File: src/rtl/univ_shift_reg.sv
// Universal register: parallel load plus counter-sequenced multi-step shift/rotate
// in either direction, with serial in/out and a busy/done handshake.
module univ_shift_reg #(
   parameter int width = 8,
   parameter int cnt_w = 4
) (
   input  logic             clk,
   input  logic             reset,
   input  logic             load,
   input  logic [width-1:0] data_in,
   input  logic             start,
   input  logic [1:0]       mode,
   input  logic [cnt_w-1:0] shamt,
   input  logic             ser_in,
   output logic [width-1:0] data_out,
   output logic             ser_out,
   output logic             busy,
   output logic             done
);

   typedef enum logic {IDLE, SHIFT} state_t;

   localparam logic [1:0] SHL = 2'b00;
   localparam logic [1:0] SHR = 2'b01;
   localparam logic [1:0] ROL = 2'b10;

   state_t           state;
   logic [cnt_w-1:0] count;
   logic [1:0]       mode_q;

   // One single-bit step; the MSB of the result is the bit that leaves the word.
   function automatic logic [width:0] step(input logic [1:0] op,
                                           input logic [width-1:0] d,
                                           input logic fill);
      case (op)
         SHL:     step = {d[width-1], d[width-2:0], fill};
         SHR:     step = {d[0], fill, d[width-1:1]};
         ROL:     step = {d[width-1], d[width-2:0], d[width-1]};
         default: step = {d[0], d[0], d[width-1:1]};
      endcase
   endfunction

   always_ff @(posedge clk or posedge reset) begin
      if (reset) begin
         state    <= IDLE;
         count    <= '0;
         mode_q   <= SHL;
         data_out <= '0;
         ser_out  <= 1'b0;
         busy     <= 1'b0;
         done     <= 1'b0;
      end else begin
         done <= 1'b0;
         case (state)
            IDLE: begin
               // Load has priority; a start in the same cycle is dropped.
               if (load) begin
                  data_out <= data_in;
               end else if (start) begin
                  if (shamt == '0) begin
                     done <= 1'b1;
                  end else begin
                     mode_q <= mode;
                     count  <= shamt;
                     busy   <= 1'b1;
                     state  <= SHIFT;
                  end
               end
            end
            SHIFT: begin
               {ser_out, data_out} <= step(mode_q, data_out, ser_in);
               count <= count - cnt_w'(1);
               if (count == cnt_w'(1)) begin
                  busy  <= 1'b0;
                  done  <= 1'b1;
                  state <= IDLE;
               end
            end
            default: state <= IDLE;
         endcase
      end
   end

endmodule

File: config.mk
export PLATFORM = sky130hd
export DESIGN_NAME = univ_shift_reg
export DESIGN_NICKNAME = d
export VERILOG_FILES = /design/src/rtl/univ_shift_reg.sv
export SDC_FILE = /design/constraint.sdc
export NUM_CORES = 1
export LEC_CHECK = 0
export ABC_AREA = 1
export BUFFER_PORTS_ARGS = -buffer_cell sky130_fd_sc_hd__buf_2
export CAP_MARGIN = 10
export CORE_UTILIZATION = 50
export CTS_BUF_LIST = sky130_fd_sc_hd__clkbuf_4 sky130_fd_sc_hd__clkbuf_8 sky130_fd_sc_hd__clkbuf_16
export DETAILED_ROUTE_END_ITERATION = 12
export PLACE_DENSITY = 0.74
export SLEW_MARGIN = 0
export SYNTH_ARGS = -nofsm -noshare
export SYNTH_HDL_FRONTEND = slang
export SYNTH_SLANG_ARGS = --single-unit
export TNS_END_PERCENT = 5
File: constraint.sdc
create_clock -name clk -period 1.4 [get_ports clk]
set_input_delay 0.14 -clock clk [delete_from_list [all_inputs] [get_ports clk]]
set_output_delay 0.14 -clock clk [all_outputs]
set_load 0.01 [all_outputs]
==> results.json, run 1 <==
{
  "status": "completed",
  "cpMostUsedCell": "nand2_1",
  "layout_worst_path_cycle_share_pct": 87.5,
  "report.final.setup_viol": 0,
  "final_weighted_congestion_in_routability_driven_placement": 0.804,
  "max_freq_mhz": 816,
  "area_delta_synth_final_pct": 19.7,
  "worstPathCellList": "inv_1, ha_1, nor3b_1, nand2_1, nand2_1, nand2_1",
  "critPathCaptureType": "flop",
  "via_count": 955,
  "cts.sinks": 18,
  "origin_of_the_worst_min_delay_path": "shamt[0]",
  "grt_max_degree": 19,
  "critical_path.top_delay_family": "simple AND/OR/NAND/NOR gates",
  "first_global_vias": 805,
  "die_area_sq_um": 2270,
  "global_route.usage.met3_pct": 4.53,
  "syn-cell-area_sq_um": 1040,
  "worst_clock_skew_ns": 0.00276,
  "post_synthesis_area_per_instance_sq_um": 8.25,
  "worst-endpoint-required_ns": 1.60,
  "first_iter_violations": 15,
  "busiest_layer": "met2",
  "finalNonFillerCells": 185,
  "final.setup.tns_ns": 0,
  "gr-total-overflow": 0,
  "r2r_cells": 6,
  "core_sq_um": 1960,
  "setup.worst_path.start_class": "flop",
  "finish.net_count": 180,
  "drc_errors": 0,
  "worstSkewPairLatency_ns": 0.29,
  "use_met1_pct": 32.9,
  "grt_antenna_before_repair": 0,
  "clkSlewWorstSetupHoldPaths_ns": 0.11,
  "grt_use_total_pct": 22.8,
  "critical_path.reg2reg.startpoint": "count[1]",
  "final_hold_viol_count": 0,
  "tritoncts": "done",
  "io_pins": 30,
  "yosysUniqueCellTypes": 21,
  "cp_num_cells": 6,
  "floorplan.rows": 16,
  "cts_inserted_buffers": 3,
  "area_taken_by_flip_flops_and_latches_sq_um": 452,
  "critical_path.slowest_cell": "dfrtp_1",
  "post-dp-hpwl_mm": 1.63,
  "static-leakage-power_nw": 0.635,
  "cap_viol_max_count": 0,
  "vdd_drop_max_mv": 1.35,
  "vias_per_cell": 5.16,
  "firstDrtPassIters": 4,
  "power.density_nw_per_um2": 2130,
  "route.final.wire_length_mm": 2.23,
  "clock_tree.buffer_depth": 2,
  "synthesis.instances": 126,
  "crit-reg2reg-capture": "busy",
  "synth.net_count": 147,
  "yosys_warnings": 0,
  "report.final.slew_viol_count": 0,
  "cp_slowest_stage_delay_ns": 0.42,
  "ys_seq_area_share_pct": 43.3,
  "drive_above_1_share_pct": 27.2,
  "timing.slew.headroom_pct": 81.9,
  "initial_core_util_pct": 53.0,
  "grt.met2_usage_pct": 34.0,
  "floorplan.die.height_microns": 47.6,
  "setup.worst_path.end": "busy",
  "place_inst": 180,
  "average_wire_per_standard_cell_microns": 12.0,
  "grt_setup_unrepaired": "no",
  "worst-slew-pin-transition_ns": 0.271,
  "h_tree_depth": 1,
  "reg2reg_slack_ns": 0.17,
  "cp.arrival_ns": 1.42,
  "wire_length_of_the_first_global_routing_pass_mm": 3.56,
  "ws_path_type": "reg2reg",
  "nFillCells": 189,
  "finalCriticalPeriod_ns": 1.23,
  "postSynthRegisterBits": 18,
  "ant_nets": 0,
  "die_w_microns": 47.6,
  "critical_path.startpoint": "count[1]",
  "crit_fanout": 3,
  "hp-class": "in2reg",
  "path_buf_inv": 1,
  "final_core_utilization_pct": 63.5,
  "insertedDiodeCount": 0,
  "multi_input_comb_area_sq_um": 483,
  "port_buffers": 29,
  "clock_tree.root_cell": "clkbuf_4"
}
registers in the layout (all words and copies together) (netlist names):
| name | cells |
|---|---|
| state | 1 |
| ser_out | 1 |
| mode_q | 2 |
| done | 1 |
| data_out | 8 |
| count | 4 |
| busy | 1 |
cell usage in the layout, fill, tap and decap left out:
master	instances
o21ai_0	6
nand2_1	28
nor3b_1	1
inv_4	1
clkbuf_4	3
o211ai_1	12
clkbuf_8	1
ha_1	2
buf_2	29
nand2_2	1
inv_1	14
dlygate4sd3_1	1
buf_4	3
dfrtp_2	1
o21bai_1	1
nand3_1	20
nand2_8	1
inv_2	1
a21oi_1	4
nor2_1	6
dfrtp_1	17
nor2_8	1
nand2_4	1
o21ai_1	2
o31ai_1	1
what timing repair did:
item | in CTS | in global routing
endpoints found under the hold margin | 18 | 0
gates resized for setup | 0 | 1
hold buffers | 1 | 0
buffers inserted | 0 | 0
setup endpoints to repair | 0 | 1
cells in the mapped netlist:
cell | count | area (sq um)
buf_6 | 3 | 33.8
nand3_1 | 20 | 100
o21ai_0 | 6 | 30.0
o21ai_1 | 2 | 10.0
o21bai_1 | 1 | 7.51
inv_1 | 14 | 52.6
nand2_8 | 1 | 20.0
o31ai_1 | 1 | 7.51
nor2_1 | 6 | 22.5
ha_1 | 2 | 25.0
inv_4 | 1 | 6.26
inv_2 | 1 | 3.75
buf_2 | 2 | 10.0
nand2_1 | 28 | 105
a21oi_1 | 4 | 20.0
nor2_8 | 1 | 20.0
nand2_2 | 1 | 6.26
o211ai_1 | 12 | 90.1
nor3b_1 | 1 | 7.51
dfrtp_1 | 18 | 450
nand2_4 | 1 | 11.3
where the power goes:
| part | switching (mW) | internal [mW] |
|---|---|---|
| combinational | 0.748 | 0.529 |
| sequential | 0.266 | 0.785 |
| clock | 0.169 | 0.158 |
| total | 1.18 | 1.47 |
final cells by class:
cell class              count  area share [%]
repair buffers             33            14.3
well taps                  27            2.71
clock buffers               4            2.91
flip-flops and latches     18            36.3
multi-input cells          87            38.8
inverters                  16            5.03
logic make-up (layout without fill, tap and decap cells):
logic type / count (synthesis) / after routing / share of synthesized area [%]
AO/OA/AOI/OAI: 26 / 26 / 15.9
buffers and inverters: 21 / 53 / 10.2
AND/OR/NAND/NOR: 59 / 59 / 28.2
adder cells (fa/ha/maj): 2 / 2 / 2.41
flip-flops: 18 / 18 / 43.3
worst min-delay path by stage:
stage,to,depth (start not counted)
2_1_floorplan,busy,1
6_report,count[0],3
5_1_grt,count[0],3
4_1_cts,count[0],3
3_3_place_gp,data_out[7],3
3_5_place_dp,data_out[7],3
stage by stage:
step	power (mW)	hold slack [ns]	worst slack (ns)	cell area, sq um
CTS	2.66	0.0824	0.174	1240
floorplan	1.97	0.0786	0.323	1040
global route	2.90	0.0824	0.111	1240
global placement	2.28	0.166	0.234	1200
finish	2.65	0.0824	0.175	1240
detailed placement	2.32	0.171	0.189	1200
worst reg2reg max path, stage by stage (launching register included):
cell and delay [ns]:
dfrtp_1 0.42, inv_1 0.09, ha_1 0.14, nor3b_1 0.26
nand2_1 0.11, nand2_1 0.07, nand2_1 0.04
per-layer routing:
metal  vias up  part of all wire [%]  wire length [microns]
li1        486                     -                      -
met1       445                    52                   1150
met2        22                    44                    969
met3         2                   4.0                     88
met4         0                  0.94                     21
met5         -                     0                      0
(Power assumes the default switching activity.)
==> inputs of run 2 (changes only) <==
REMOVE_ABC_BUFFERS = 1   (was unset)
==> run 2 against run 1 <==
  * Die area unchanged
  * Wire length is 7.0% higher
  * Register-to-register slack better by 0.02 ns
  * Clock power rose by 3%
  * Total power up 1.7%
  * Sequential share of layout area down 0.28 points
  * Sequential cell count unchanged
  * Final area is 0.50% higher
  * Combinational power up 5%
  * Global-route usage increased by 0.71 points
  * Highest routed layer unchanged
==> results.json, run 2 (same netlist as run 1, synthesis figures left out) <==
{
  "hold-worst-slack_ns": 0.0658,
  "cp.arrival_ns": 1.41,
  "origin_of_the_worst_min_delay_path": "mode[0]",
  "floorplan.rows": 16,
  "wire_length_of_the_first_global_routing_pass_mm": 3.67,
  "layout.cells.most_common": "buf_2",
  "worst-endpoint-required_ns": 1.61,
  "vias_per_cell": 5.39,
  "finalNonFillerCells": 186,
  "share_clk_of_total_power_pct": 12.5,
  "cap_viol_max_count": 0,
  "critical_path.startpoint": "count[1]",
  "layout_worst_path_cycle_share_pct": 86.2,
  "setup.worst_path.end": "busy",
  "report.final.setup_viol": 0,
  "core_sq_um": 1960,
  "grt_max_degree": 19,
  "vdd_drop_max_mv": 1.18,
  "drc_errors": 0,
  "final_weighted_congestion_in_routability_driven_placement": 0.754,
  "wirelength_met1_mm": 1.03,
  "cts.sinks": 18,
  "report.final.slew_viol_count": 0,
  "clkSlewWorstSetupHoldPaths_ns": 0.11,
  "layout_common_cells": "buf_2 (29), nand2_1 (28), nand3_1 (20), dfrtp_1 (18), inv_1 (14)",
  "detailroute.wirelength.met3_microns": 72,
  "final_core_utilization_pct": 63.8,
  "sequential_fraction_of_design_power_pct": 37.4,
  "power_switching_share_pct": 44.7,
  "power.density_nw_per_um2": 2160,
  "status": "completed",
  "worst_hold_path.num_cells": 3,
  "crit-reg2reg-capture": "busy",
  "initial_core_util_pct": 53.0,
  "die_area_sq_um": 2270,
  "firstDrtPassIters": 4,
  "hp-class": "in2reg",
  "crit_fanout": 3,
  "final.setup.tns_ns": 0,
  "met2_wirelength_mm": 1.26,
  "worst-slew-pin-transition_ns": 0.232,
  "cts_setup_buffers": 0,
  "place_inst": 181,
  "finish.net_count": 181,
  "switchingPower_mw": 1.21,
  "first_iter_violations": 20,
  "critPathCaptureType": "flop",
  "grt_setup_unrepaired": "no",
  "grt_antenna_before_repair": 0,
  "gr-total-overflow": 0,
  "tritoncts": "done",
  "worst_clock_skew_ns": 0.00389,
  "reg.largest.list": "data_out x8, count x4, mode_q x2",
  "max_freq_mhz": 829,
  "r2r_cells": 6,
  "combPwrFrac_pct": 50.1,
  "average_wire_per_standard_cell_microns": 12.8,
  "post-route-cell-area_sq_um": 1250,
  "floorplan.die.height_microns": 47.6,
  "insertedDiodeCount": 0,
  "static-leakage-power_nw": 0.641,
  "place_ws_ns": 0.227,
  "timing.slew.headroom_pct": 84.4,
  "h_tree_depth": 1,
  "dpl-instance-area_sq_um": 1200,
  "reg2reg_slack_ns": 0.19,
  "ws_path_type": "reg2reg",
  "post-dp-hpwl_mm": 1.72,
  "finalWorstSetupSlack_ns": 0.193,
  "dr.max_layer_used": "met4",
  "totalPowerFinal_mw": 2.70,
  "ant_nets": 0,
  "clock_tree.root_cell": "clkbuf_4",
  "setup.worst_path.start_class": "flop",
  "finalCriticalPeriod_ns": 1.21,
  "worstSkewPairLatency_ns": 0.30,
  "via_count": 1003,
  "power.internal_mw": 1.49,
  "port_buffers": 29,
  "first_global_vias": 913,
  "registers.top_by_ff_count": "data_out",
  "route.final.wire_length_mm": 2.38,
  "area_delta_synth_final_pct": 20.3,
  "cts_inserted_buffers": 3,
  "critical_path.reg2reg.startpoint": "count[1]",
  "die_w_microns": 47.6,
  "drive_above_1_share_pct": 27.0,
  "io_pins": 30,
  "flip_flop_count_of_the_largest_register_all_copies_and_words_added": 8,
  "final_hold_viol_count": 0,
  "clock_tree.buffer_depth": 2,
  "grt_use_total_pct": 23.5
}
-- run 2: worst min-delay path by stage --
stage                             end  slack [ns]
after floorplan                  busy        0.08
after global placement    data_out[0]        0.17
after detailed placement  data_out[0]        0.17
after CTS                   mode_q[1]        0.06
after global routing        mode_q[0]        0.07
final                       mode_q[0]        0.07
-- run 2: what timing repair did --
action | 4_1_cts | 5_1_grt
resized for setup | 0 | 0
hold buffers | 1 | 0
endpoints found under the hold margin | 18 | 0
-- run 2: power by group through the flow --
| stage | clock network, mW | registers (mW) | logic [mW] |
|---|---|---|---|
| 6_report | 0.338 | 1.01 | 1.35 |
| 3_3_place_gp | 0 | 1.01 | 1.31 |
| 4_1_cts | 0.335 | 1.01 | 1.36 |
| 5_1_grt | 0.361 | 1.05 | 1.55 |
| 2_1_floorplan | 0 | 1.09 | 0.782 |
| 3_5_place_dp | 0 | 1.02 | 1.35 |
-- run 2: worst max-delay path: stages (launching register included) --
cell,delay [ns]
dfrtp_1,0.41
inv_1,0.08
ha_1,0.14
nor3b_1,0.24
nand2_1,0.12
nand2_1,0.07
nand2_1,0.04
-- run 2: area by class of cell --
class,count,area [sq um]
Multi-Input combinational cell,87,483
Inverter,16,62.6
Tap cell,27,33.8
Sequential cell,18,450
Timing Repair Buffer,34,185
Clock buffer,4,36.3
Fill cell,186,711
-- run 2: layer usage --
metal | GRT usage [%] | vias up
met3 | 4.15 | 4
met1 | 25.6 | 477
li1 | - | 492
met2 | 43.0 | 30
met5 | 0 | -
met4 | 12.8 | 0
==> inputs of run 3 (changes only) <==
CORE_ASPECT_RATIO = 0.6   (was unset)
CORE_UTILIZATION = 45   (was 50)
PLACE_DENSITY = 0.71   (was 0.74)
REMOVE_ABC_BUFFERS = unset   (was 1)
clock period = 1 ns   (was 1.4 ns; I/O delays follow)
==> run 3 against run 2 <==
  * The flow now finishes with violations (setup timing)
  * Total power is 60% higher
  * Sequential power is 45% higher
  * First-iteration DRC count grew to 5.2 times the previous value
  * Count of clock-buffer cells in the layout stayed put
  * Worst hold slack worse by 0.0012 ns
  * Die area is 11% higher
  * Non-clock buffer count is 6 higher
  * Via count is 3.2% higher
  * Largest cell class unchanged
  * Largest power group unchanged
  * Highest routed layer unchanged
==> results.json, run 3 (same netlist as run 1, synthesis figures left out) <==
{
  "status": "complete, but fails checks",
  "violations": "setup timing",
  "final_hold_viol_count": 0,
  "multi_input_comb_area_sq_um": 518,
  "clock_tree.root_cell": "clkbuf_8",
  "floorplan.rows": 13,
  "layout.cells.most_common": "buf_2",
  "report.final.slew_viol_count": 0,
  "initial_core_util_pct": 47.7,
  "clock_tree.buffer_depth": 2,
  "first_iter_violations": 103,
  "finalWorstSetupSlack_ns": -0.0788,
  "ws_path_type": "reg2reg",
  "worst-slew-pin-transition_ns": 0.249,
  "cap_viol_max_count": 0,
  "final.setup.tns_ns": -0.368,
  "flip_flop_count_of_the_largest_register_all_copies_and_words_added": 8,
  "port_buffers": 29,
  "cts.sinks": 18,
  "io_pins": 30,
  "worstSkewPairLatency_ns": 0.26,
  "drive_above_1_share_pct": 34.5,
  "static-leakage-power_nw": 0.686,
  "area_delta_synth_final_pct": 31.8,
  "cp.arrival_ns": 1.23,
  "via_count": 1035,
  "finish.net_count": 187,
  "final_weighted_congestion_in_routability_driven_placement": 0.817,
  "wire_length_of_the_first_global_routing_pass_mm": 4.31,
  "vdd_drop_max_mv": 1.56,
  "tritoncts": "done",
  "drc_errors": 0,
  "layout_worst_path_cycle_share_pct": 108,
  "finalCriticalPeriod_ns": 1.08,
  "die_w_microns": 64.1,
  "cts_inserted_buffers": 3,
  "gr-total-overflow": 0,
  "ant_nets": 0,
  "worst-endpoint-required_ns": 1.16,
  "floorplan.die.height_microns": 39.2,
  "worst_clock_skew_ns": 0.00195,
  "die_area_sq_um": 2510,
  "grt_use_total_pct": 24.6,
  "place_ws_ns": -0.0698,
  "firstDrtPassIters": 4,
  "grt_max_degree": 19,
  "vias_per_cell": 5.31,
  "first_global_vias": 912,
  "power.density_nw_per_um2": 3160,
  "registers.top_by_ff_count": "data_out",
  "core_sq_um": 2180,
  "route.final.wire_length_mm": 2.75,
  "h_tree_depth": 1,
  "post-dp-hpwl_mm": 2.05,
  "max_freq_mhz": 927,
  "report.final.setup_viol": 11,
  "insertedDiodeCount": 0,
  "grt_setup_unrepaired": "yes",
  "layout_common_cells": "buf_2 (29), nand2_1 (28), nand3_1 (19), dfrtp_1 (18), o211ai_1 (12)",
  "critical_path.startpoint": "count[1]",
  "average_wire_per_standard_cell_microns": 14.1,
  "hp-class": "in2reg",
  "critical_path.reg2reg.startpoint": "count[1]",
  "crit_fanout": 2,
  "area_taken_by_flip_flops_and_latches_sq_um": 450,
  "timing.slew.headroom_pct": 83.4,
  "origin_of_the_worst_min_delay_path": "mode[0]",
  "nFillCells": 195,
  "reg.largest.list": "data_out x8, count x4, mode_q x2",
  "setup.worst_path.start_class": "flop",
  "critPathCaptureType": "flop",
  "clkSlewWorstSetupHoldPaths_ns": 0.07,
  "grt_antenna_before_repair": 0
}
[run 3: final timing paths]
check / slack (ns) / cells after the start / to
worst min register to register: 0.48 / 2 / ser_out
worst max register to register: -0.08 / 6 / busy
max in group asynchronous: 0.40 / 4 / busy
worst min-delay path: 0.06 / 3 / mode_q[0]
worst max-delay path: -0.08 / 6 / busy
min in group asynchronous: 0.40 / 4 / count[3]
[run 3: worst max-delay path, cell delays in order, from the launching register on]
cell     delay, ns
dfrtp_1       0.40
inv_2         0.09
ha_4          0.12
nor3b_4       0.18
nand2_1       0.09
nand2_1       0.06
nand2_1       0.05
[run 3: power breakdown]
| group | leakage [nW] | internal [mW] | switching (mW) |
|---|---|---|---|
| registers | 0.218 | 1.10 | 0.365 |
| logic | 0.439 | 0.995 | 1.26 |
| clock network | 0.0288 | 0.351 | 0.267 |
| total | 0.686 | 2.44 | 1.89 |
[run 3: metrics by stage]
| step | power, mW | cell area (sq um) | hold WS [ns] | std cells | utilization (%) |
|---|---|---|---|---|---|
| finish | 4.33 | 1370 | 0.0646 | 195 | 62.9 |
| global placement | 3.45 | 1270 | 0.127 | 190 | 58.3 |
| global route | 4.67 | 1370 | 0.0726 | 195 | 62.9 |
| floorplan | 2.78 | 1040 | 0.0386 | 126 | - |
| detailed placement | 3.56 | 1270 | 0.131 | 190 | 58.3 |
| CTS | 4.21 | 1340 | 0.0662 | 195 | 61.3 |
[run 3: repair_timing]
action	CTS	global route
resized for setup	3	7
endpoints found under the hold margin	18	0
pin swaps	1	5
setup buffers	0	0
endpoints found under the setup margin	12	16
hold buffers	1	0
[run 3: final cells by class]
| cell class | count | share of cell area [%] |
|---|---|---|
| tap | 30 | 2.74 |
| inverter | 16 | 4.57 |
| multi-input combinational | 87 | 37.8 |
| sequential | 18 | 32.9 |
| timing repair buffer | 40 | 18.0 |
| clock buffer | 4 | 4.02 |
[run 3: layer usage]
metal / track usage [%] / share of wire (%) / vias to the layer above
met5: 0 / 0 / -
met4: 10.2 / 1.5 / 0
met3: 7.65 / 5.9 / 7
met2: 38.3 / 41 / 36
met1: 31.9 / 51 / 491
li1: - / - / 501
